### config.mk
export PLATFORM = sky130hd
export DESIGN_NAME = sequence_display
export DESIGN_NICKNAME = d
export VERILOG_FILES = /design/src/rtl/sequence_display.sv
export SDC_FILE = /design/constraint.sdc
export NUM_CORES = 1
export LEC_CHECK = 0
export CAP_MARGIN = 0
export CORE_UTILIZATION = 41
export CTS_BUF_LIST = sky130_fd_sc_hd__clkbuf_4 sky130_fd_sc_hd__clkbuf_8
export DETAILED_ROUTE_END_ITERATION = 10
export PLACE_DENSITY = 0.71
export SLEW_MARGIN = 20
export SYNTH_ARGS = -nofsm -noshare
export SYNTH_HDL_FRONTEND = slang
export SYNTH_SLANG_ARGS = --single-unit
### constraint.sdc
create_clock -name clk -period 2.2 [get_ports clk]
set_input_delay 0.55 -clock clk [delete_from_list [all_inputs] [get_ports clk]]
set_output_delay 0.55 -clock clk [all_outputs]
set_load 0.01 [all_outputs]
### src/rtl/sequence_display.sv
// Plays back a stored 2-bit-per-entry sequence on a one-hot 4-LED display, with a lit phase and a dark gap per entry.
// Optional: define SEQUENCE_DISPLAY_SPEEDUP_EN to halve the lit phase for long sequences (last index >= 16).
module sequence_display #(
    parameter int ON_CYCLES  = 25000000,
    parameter int OFF_CYCLES = 12500000
) (
    input  logic            clk,
    input  logic            reset,
    input  logic [32:0][1:0] segment,
    input  logic [5:0]      round,
    input  logic            start,
    output logic [3:0]      led,
    output logic            busy,
    output logic            done
);

    localparam int MAX_CYC = (ON_CYCLES > OFF_CYCLES) ? ON_CYCLES : OFF_CYCLES;
    localparam int TW      = (MAX_CYC > 1) ? $clog2(MAX_CYC + 1) : 1;

    // Timers count down from length-1 to 0, so each phase lasts exactly its length.
    localparam logic [TW-1:0] ON_LOAD  = TW'(ON_CYCLES - 1);
    localparam logic [TW-1:0] OFF_LOAD = TW'(OFF_CYCLES - 1);

    typedef enum logic [1:0] {
        IDLE,
        SHOW,
        GAP,
        DONE
    } state_t;

    state_t          state;
    logic [5:0]      index;
    logic [5:0]      last_idx;
    logic [TW-1:0]   timer;
    logic [5:0]      clamped;
    logic [5:0]      index_next;
    logic [TW-1:0]   show_load_start;
    logic [TW-1:0]   show_load_next;

    function automatic logic [3:0] decode(input logic [1:0] code);
        case (code)
            2'b11:   decode = 4'b1000;
            2'b10:   decode = 4'b0100;
            2'b01:   decode = 4'b0010;
            default: decode = 4'b0001;
        endcase
    endfunction

    assign clamped    = (round > 6'd32) ? 6'd32 : round;
    assign index_next = index + 6'd1;

`ifdef SEQUENCE_DISPLAY_SPEEDUP_EN
    localparam int HALF_ON = (ON_CYCLES / 2 > 0) ? ON_CYCLES / 2 : 1;
    localparam logic [TW-1:0] HALF_LOAD = TW'(HALF_ON - 1);

    // At start the last index is not yet registered, so decide from the clamped input.
    assign show_load_start = (clamped  >= 6'd16) ? HALF_LOAD : ON_LOAD;
    assign show_load_next  = (last_idx >= 6'd16) ? HALF_LOAD : ON_LOAD;
`else
    assign show_load_start = ON_LOAD;
    assign show_load_next  = ON_LOAD;
`endif

    always_ff @(posedge clk) begin
        if (reset) begin
            state    <= IDLE;
            led      <= 4'b0000;
            busy     <= 1'b0;
            done     <= 1'b0;
            index    <= 6'd0;
            last_idx <= 6'd0;
            timer    <= '0;
        end else begin
            case (state)
                IDLE: begin
                    done <= 1'b0;
                    if (start) begin
                        last_idx <= clamped;
                        index    <= 6'd0;
                        timer    <= show_load_start;
                        led      <= decode(segment[0]);
                        busy     <= 1'b1;
                        state    <= SHOW;
                    end
                end
                SHOW: begin
                    if (timer == '0) begin
                        led   <= 4'b0000;
                        timer <= OFF_LOAD;
                        state <= GAP;
                    end else begin
                        timer <= timer - 1'b1;
                    end
                end
                GAP: begin
                    if (timer == '0) begin
                        if (index == last_idx) begin
                            busy  <= 1'b0;
                            done  <= 1'b1;
                            state <= DONE;
                        end else begin
                            index <= index_next;
                            led   <= decode(segment[index_next]);
                            timer <= show_load_next;
                            state <= SHOW;
                        end
                    end else begin
                        timer <= timer - 1'b1;
                    end
                end
                default: begin
                    done  <= 1'b0;
                    state <= IDLE;
                end
            endcase
        end
    end

endmodule
==> results of run 1 <==
==> registers in the layout (all words and copies together) (netlist names) <==
register	cells
busy	1
state	2
led	4
done	1
timer	25
index	6
last_idx	6
==> final timing paths <==
kind              slack (ps)  cells after the start           to        start
setup / recovery        -100                      6     timer[4]    timer[17]
hold reg to reg          480                      2  last_idx[5]  last_idx[5]
setup reg to reg        -100                      6     timer[4]    timer[17]
hold / removal           480                      2  last_idx[5]  last_idx[5]
==> timing repair <==
item	4_1_cts	5_1_grt
endpoints found under the setup margin	28	38
pin swaps	16	48
endpoints found under the hold margin	0	0
setup buffers	2	11
gates resized for setup	48	74
gates cloned	0	2
==> per-layer routing <==
metal,up-vias,track usage [%]
met1,1881,33.89
met2,135,44.81
met5,-,0
met4,0,7.051
met3,26,3.366
li1,1846,-
==> final cells by class <==
cell class	count	share of cell area, %
flip-flops and latches	45	16.43
well taps	102	2.286
repair buffers	176	29.29
multi-input cells	335	49.82
inverters	8	0.5379
clock buffers	7	1.502
clock inverters	1	0.1345
==> stage by stage <==
step,utilization (%),setup slack (ps)
final,71.14,-100.7
after global routing,71.14,-249.8
after CTS,65.70,-51.17
after detailed placement,61.61,-600.0
after global placement,61.61,-517.6
after floorplan,-,-93.45
==> cells in the final DEF, fill, tap and decap left out, types with 6 or more instances in the layout <==
| master | n |
|---|---|
| dfxtp_2 | 7 |
| nand2_1 | 20 |
| a21oi_1 | 27 |
| mux2i_1 | 13 |
| nand3b_1 | 6 |
| nor4_4 | 7 |
| clkdlybuf4s50_1 | 72 |
| nor3b_1 | 14 |
| nand3_1 | 10 |
| mux4_2 | 10 |
| xor2_1 | 12 |
| inv_1 | 8 |
| dfxtp_1 | 36 |
| xnor2_1 | 10 |
| a31oi_1 | 6 |
| a22oi_2 | 7 |
| buf_6 | 14 |
| nor2_1 | 48 |
| ha_1 | 7 |
| o21ai_2 | 12 |
| o21ai_1 | 7 |
| nor3_1 | 15 |
| buf_4 | 76 |
==> worst max-delay path, stage by stage, from the launching register on <==
cell and delay, ps:
dfxtp_2 330, or4_4 570, or4_4 620, o21a_4 290, buf_6 150, o22ai_2 150, nor2_1 60
==> power by group through the flow <==
stage | clock (mW) | combinational (mW) | sequential (mW)
6_report | 0.560 | 3.20 | 1.22
5_1_grt | 0.585 | 3.44 | 1.25
4_1_cts | 0.551 | 2.72 | 1.21
3_5_place_dp | 0 | 2.48 | 1.21
3_3_place_gp | 0 | 2.43 | 1.21
2_1_floorplan | 0 | 1.38 | 1.26
==> cells by family after synthesis <==
group	Yosys count	share of synthesized area, %
flops	45	26.75
mux	28	12.15
buf+inv	35	5.089
compound gates	103	19.13
simple gates	169	26.34
xor+xnor	27	7.578
fa+ha+maj	8	2.972
==> results.json, run 1 <==
{
  "ir_drop_uv": 573.3,
  "drv_slew": 0,
  "wl_per_cell_um": 17.26,
  "cap_viol_max_count": 0,
  "cp-end-kind": "flip-flop",
  "seqPwrFrac_pct": 24.6,
  "clkLatencyLatePin_ps": 320,
  "fin_cells": 674,
  "placed_area_um2": 4835,
  "power_density_nw_per_um2": 892.2,
  "dp_cells": 651,
  "critPathMaxFanout": 8,
  "path_clk_slew_ps": 100,
  "design_area_um2": 5583,
  "period_share_pct": 104.6,
  "dieArea_um2": 8581,
  "cts-root-buf": "clkbuf_8",
  "min_period_ps": 2301,
  "synth-seq-cells": 45,
  "worst_clock_skew_ps": 15.47,
  "synth_edf_count": 0,
  "syn_nets": 498,
  "synth_commonest_cells": "nor2_1, dfxtp_1, a21oi_1, nand2_1, o21ai_1",
  "yosysMostFrequentCell": "nor2_1",
  "synth_seq_area_share_pct": 26.75,
  "grt_overflow_total": 0,
  "ys.warnings.count": 0,
  "violations": "negative setup slack",
  "ios": 81,
  "initial_utilization_pct": 42.92,
  "cts_tree": "yes",
  "cts_hold_buf": 0,
  "topRoutingLayerUsed": "met4",
  "grt.total_usage_pct": 25.94,
  "power_switching_mw": 2.151,
  "via_per_inst": 5.769,
  "yosysUniqueCellTypes": 56,
  "switching_share_pct": 43.18,
  "yosys-top-cells-area": "dfxtp_1, mux4_2, nor2_1, a21oi_1, mux2i_1",
  "postSynthAreaPerCell_um2": 8.116,
  "synth_top_area_share_pct": 26.75,
  "grt_pass1_wl_mm": 17.67,
  "fill_cells": 558,
  "synthFlopType": "dfxtp_1",
  "setup_viol": 30,
  "arrival_ps": 2500,
  "ant_nets": 0,
  "grt_pass1_vias": 3686,
  "timing.hold.ws_ps": 480.3,
  "drt_pass1_iterations": 4,
  "wl_met1_mm": 5.171,
  "synthCells": 415,
  "synth_top_cell_by_area": "dfxtp_1",
  "syn_to_final_growth_pct": 65.75,
  "drive_above_1_share_pct": 36.36,
  "die_y_um": 92.64,
  "num_rows": 32,
  "cts_max_path_buffers": 2,
  "combPwrFrac_pct": 64.2,
  "antenna_found_initial": 0,
  "netlist_area_um2": 3368,
  "die_w_um": 92.64,
  "rsz0062_at_grt": "yes",
  "port_buffers": 80,
  "nNetsFinal": 654,
  "multiInputGateArea_um2": 2781,
  "status": "finished, violations left",
  "finalWeightedCongestion": 0.8720,
  "tns_ps": -1352,
  "dp_hpwl_mm": 7.960,
  "finalHoldViolations": 0,
  "leakage_nw": 2.207,
  "fin_ws_ps": -100.7,
  "antennaDiodeCount": 0,
  "hold_path.class": "flip-flop to flip-flop",
  "met3_length_um": 517,
  "vias": 3888,
  "finalPower_mw": 4.981,
  "numCtsBuffers": 5,
  "tightest_slew_ps": 655.7,
  "grt_max_degree": 32,
  "drc": 0,
  "relSlewSlack_pct": 56.24,
  "drt-total-wl_mm": 11.63,
  "coreArea_um2": 7848,
  "startpoint_type": "flip-flop",
  "synthArstFlopShare_pct": 0,
  "htree_levels": 2,
  "routed-wl-met2_mm": 5.710,
  "crit_type": "flip-flop to flip-flop",
  "first_iter_violations": 226,
  "fmaxAchievable_mhz": 434.7,
  "crit_required_ps": 2400,
  "clock_sinks": 45,
  "p_clk_share_pct": 11.2,
  "p_int_mw": 2.830,
  "seqCellArea_um2": 917.1
}
No activity file was read; power rests on OpenSTA's default activity.
==> run 2: changes to the inputs <==
--- a/config.mk
+++ b/config.mk
@@ -10,7 +10,6 @@
 export CTS_BUF_LIST = sky130_fd_sc_hd__clkbuf_4 sky130_fd_sc_hd__clkbuf_8
 export DETAILED_ROUTE_END_ITERATION = 10
 export PLACE_DENSITY = 0.71
-export SLEW_MARGIN = 20
 export SYNTH_ARGS = -nofsm -noshare
 export SYNTH_HDL_FRONTEND = slang
 export SYNTH_SLANG_ARGS = --single-unit
==> results of run 2 <==
The final DEF is identical to that of run 1; final timing and power are the same.
==> variant 1: new RTL, settings of run 2 <==
Change the parameter `ON_CYCLES` from 25000000 to 12500000.
--- a/src/rtl/sequence_display.sv
+++ b/src/rtl/sequence_display.sv
@@ -1,7 +1,7 @@
 // Plays back a stored 2-bit-per-entry sequence on a one-hot 4-LED display, with a lit phase and a dark gap per entry.
 // Optional: define SEQUENCE_DISPLAY_SPEEDUP_EN to halve the lit phase for long sequences (last index >= 16).
 module sequence_display #(
-    parameter int ON_CYCLES  = 25000000,
+    parameter int ON_CYCLES  = 12500000,
     parameter int OFF_CYCLES = 12500000
 ) (
     input  logic            clk,
Formal check against the unedited RTL: same outputs for any inputs over 10 cycles, from zero or initial values and one cycle with reset high; that may be too few to reach the edited logic, so the function may still have changed.
==> variant 1 against run 2 <==
  * The flow still finishes with violations (setup timing)
  * Cell area decreased by 6.7%
  * Clock power increased by 18%
  * Worst setup slack got worse by 310 ps
  * Synthesized area decreased by 9.5%
  * Via count decreased by 16%
  * Power decreased by 1.7%
  * Sequential cell count decreased by 1
  * Wire length decreased by 21%
  * Critical endpoint is now led[2]$_SDFFE_PP0P_
==> variant 1: results <==
status:
  outcome: "finished with violations"
  violations: "setup timing"
synth:
  synthTopCellsByArea: "dfxtp_1 29%, mux4_2 10%, xor2_1 5.5%, nor2_1 4.8%, a21oi_2 3.4%"
  ys_top_cells_by_count: "44 x dfxtp_1, 39 x nor2_1, 24 x nand2_1"
  syn_nets: 428
  muxShareOfSynthArea: 0.126
  synth_fa_ha_area_frac: 0.0328
  synth_compound_area_frac: 0.176
  synth-seq-area-share: 0.289
  ys_types: 61
  synthXorXnorAreaFrac: 0.0776
grt:
  grtUsageTotal: 0.226
  grt_pass1_vias: 3253
  antenna_found_initial: 0
  grt_max_degree: 20
  grt_pass1_wl_um: 14000
finish:
  final-clk-cell-share: 0.0219
  fillerInstances: 532
  nonClkBufAreaFrac: 0.314
  nNetsFinal: 594
  seq-cell-share: 0.171
  non_clock_buffer_count: 178
  design.seq.count: 44
  multiInputGateArea_um2: 2410
  drive_gt1_frac: 0.393
  multi_input_cells: 273
  n_all_inverters: 9
  largest_registers: "timer: 24 flops, index: 6 flops, last_idx: 6 flops"
worst_setup_path:
  critPathMaxStageDelay_ps: 520
  worstPathMaxFanout: 4
  arrival_ps: 2820
  crit_slowest_cell: "or4b_4"
power_and_ir_drop:
  vdd_drop_max_uv: 395
  netSwitchingFraction: 0.393
  pwr-share-clk: 0.134
  powerComb_w: 0.00306
  combPwrFrac: 0.625
  p_leak_nw: 2.02
sta:
  slew_violations: 0
  slew_headroom: 0.628
  setup_violations: 38
  holdWs_ps: 473
  setup_tns_ps: -10690
  fin_worst_skew_ps: 9.33
  final.setup.worst_slack_ps: -409
clock_tree:
  cts-buffers-inserted: 5
  clock_latency_ps: 300
detailed_routing:
  finalWirelength_um: 9140
  num_vias: 3273
  drt_iter0_markers: 98
place:
  place_congestion: 0.839
  hpwl_um: 6730
[variant 1: cell count changes in the layout (fill, tap and decap cells not counted), sizes merged, moves of 7 or more]
| cell | change |
|---|---|
| nor2 | -14 |
| o21ai | -18 |
| clkdlybuf4s50 | +8 |
| nor3b | -8 |
| mux2i | -8 |
| nor4 | -7 |
[variant 1: path summary, 6_finish.rpt]
path / start / endpoint / depth (start not counted)
max: index[1]$_SDFFE_PP0P_ / led[2]$_SDFFE_PP0P_ / 7
min: last_idx[5]$_SDFFE_PP0P_ / last_idx[5]$_SDFFE_PP0P_ / 2
max reg2reg: index[1]$_SDFFE_PP0P_ / led[2]$_SDFFE_PP0P_ / 7
min reg2reg: last_idx[5]$_SDFFE_PP0P_ / last_idx[5]$_SDFFE_PP0P_ / 2
[variant 1: repair_timing]
action,4_1_cts,5_1_grt
pin swaps,22,18
hold buffers,0,0
buffers inserted,8,6
endpoints found under the setup margin,38,38
resized for setup,35,45
[variant 1: routing by layer]
layer  GRT usage  vias up  wire (µm)
met5           0        -          0
met4      0.0689        0        104
met3      0.0364       11        272
met2       0.428       70       5170
met1       0.258     1590       3600
li1            -     1602          -
[variant 1: kinds of logic (layout without fill, tap and decap cells)]
family          after synthesis  after routing
fa+ha+maj                     8              8
buf+inv                      28            195
simple gates                144            144
flops                        44             44
compound gates               73             73
mux                          21             21
xor+xnor                     27             27
[variant 1: stage by stage]
step,setup slack [ps],utilization,instance area [µm²],cells
2_1_floorplan,-477,-,3200,345
3_3_place_gp,-682,0.650,4690,594
3_5_place_dp,-721,0.650,4690,594
4_1_cts,-393,0.693,5000,609
5_1_grt,-495,0.722,5210,611
6_report,-409,0.722,5210,611
[variant 1: worst min-delay path, cell delays in order (launching register included)]
cell and delay [ps]:
dfxtp_1 330, nand2_1 50, a21oi_1 50
==> variant 2: new RTL, settings of run 2 <==
Made on the original files. Re-encode `state_t` (4 states) as one-hot, 4 bits wide.
--- a/src/rtl/sequence_display.sv
+++ b/src/rtl/sequence_display.sv
@@ -21,11 +21,11 @@
     localparam logic [TW-1:0] ON_LOAD  = TW'(ON_CYCLES - 1);
     localparam logic [TW-1:0] OFF_LOAD = TW'(OFF_CYCLES - 1);
 
-    typedef enum logic [1:0] {
-        IDLE,
-        SHOW,
-        GAP,
-        DONE
+    typedef enum logic [3:0] {
+        IDLE = 4'b0001,
+        SHOW = 4'b0010,
+        GAP  = 4'b0100,
+        DONE = 4'b1000
     } state_t;
 
     state_t          state;
Behaviour: no difference found for any inputs over 10 cycles, from zero or initial values and one cycle with reset high; not proved beyond that.
==> variant 2 against run 2 <==
  * The run still ends with setup timing left
  * Worst setup slack got worse by 220 ps
  * Cell area fell by 3.6%
  * Sequential share of layout area rose by 1.2 points
  * Power fell by 14%
  * Critical path depth rose by 3
  * Largest cell class unchanged
  * Largest power group unchanged
  * Via count rose by 0.36%
  * Wire length fell by 1.5%
  * Synthesized area rose by 1.1%
  * Sequential cell count rose by 2
  * Fmax fell by 8.6%
  * Cell count fell by 2.7%
==> variant 2: results <==
status:
  outcome: "finished with violations"
  violations: "setup timing"
detailed_routing:
  met2_wirelength_um: 5380
  vias_per_cell: 5.95
  wl_per_cell_um: 17.5
  wl_met3_um: 730
  firstDrtPassIters: 6
  wl_met1_um: 5180
  drt_iter0_markers: 323
worst_setup_path:
  r2r_end: "led[0]$_SDFFE_PP0P_"
  cpLargestDelayFamily: "multiplexers"
  critPathMaxStageDelay_ps: 520
  arrival_ps: 2750
  worstPathMaxFanout: 6
  rr_worst_depth: 9
  rr_startpoint: "index[0]$_SDFFE_PP0P_"
synth:
  muxShareOfSynthArea: 0.139
  synth_compound_area_frac: 0.240
  synth-seq-area-share: 0.276
  ys_top_cells_by_count: "47 x dfxtp_1, 43 x a21oi_1, 36 x nor2_1"
  async_flop_share: 0
  synthTopCellsByArea: "dfxtp_1 28%, a21oi_1 6.3%, mux4_1 6.2%, mux4_2 4.6%, nor2_1 4.0%"
  synth_fa_ha_area_frac: 0.0110
  ys_types: 66
  synthXorXnorAreaFrac: 0.0408
  syn_nets: 482
worst_hold_path:
  hp-start: "done$_SDFFE_PP0P_"
  whs_endpoint: "done$_SDFFE_PP0P_"
finish:
  n_all_inverters: 11
  drive_gt1_frac: 0.300
  seq_area_um2: 950
  multi_input_area_share: 0.472
  layout.clock_buffers: 5
  non_clock_buffer_count: 169
  final-clk-cell-share: 0.0209
  nonClkBufAreaFrac: 0.299
  multi_input_cells: 319
  nNetsFinal: 631
place:
  port_buffers: 80
  dp_slack_ps: -574
  hpwl_um: 8160
  place_congestion: 0.856
sta:
  fin_worst_skew_ps: 18.1
  max_slew.worst_pin.slew_ps: 655
  final.setup.worst_slack_ps: -316
  holdWs_ps: 465
  setup_violations: 4
grt:
  grtUsageMet2: 0.428
  grtUsageTotal: 0.252
  grt_max_degree: 44
  grt_pass1_wl_um: 17500
  grt.met1_usage: 0.339
  grt_pass1_vias: 3630
  grtUsageMet3: 0.0366
power_and_ir_drop:
  p_leak_nw: 1.98
  vdd_drop_max_uv: 537
clock_tree:
  cts.repair.resized: 2
  clock_latency_ps: 320
  cts_setup_buffers: 1
==> variant 2: how the worst max path moves through the flow <==
stage                                to  slack [ps]
floorplan           led[0]$_SDFFE_PP0P_        -170
global placement    led[0]$_SDFFE_PP0P_        -530
CTS                 led[0]$_SDFFE_PP0P_        -280
detailed placement  led[0]$_SDFFE_PP0P_        -570
finish              led[0]$_SDFFE_PP0P_        -320
global route        led[0]$_SDFFE_PP0P_        -360
==> variant 2: stage by stage <==
stage          cells  TNS [ps]  cell area (µm²)
4_1_cts          642      -864             5070
3_5_place_dp     633     -2140             4940
6_report         656      -993             5380
2_1_floorplan    404      -419             3520
3_3_place_gp     633     -2010             4940
5_1_grt          656     -1940             5380
==> variant 2: worst min-delay path, stage by stage, from the launching register on <==
cell	delay, ps
dfxtp_1	330
nand2_1	50
a21oi_1	50
==> variant 2: power breakdown <==
group	switching [W]	internal [W]
logic	0.00121	0.00121
registers	0.000167	0.00103
clock network	0.000330	0.000339
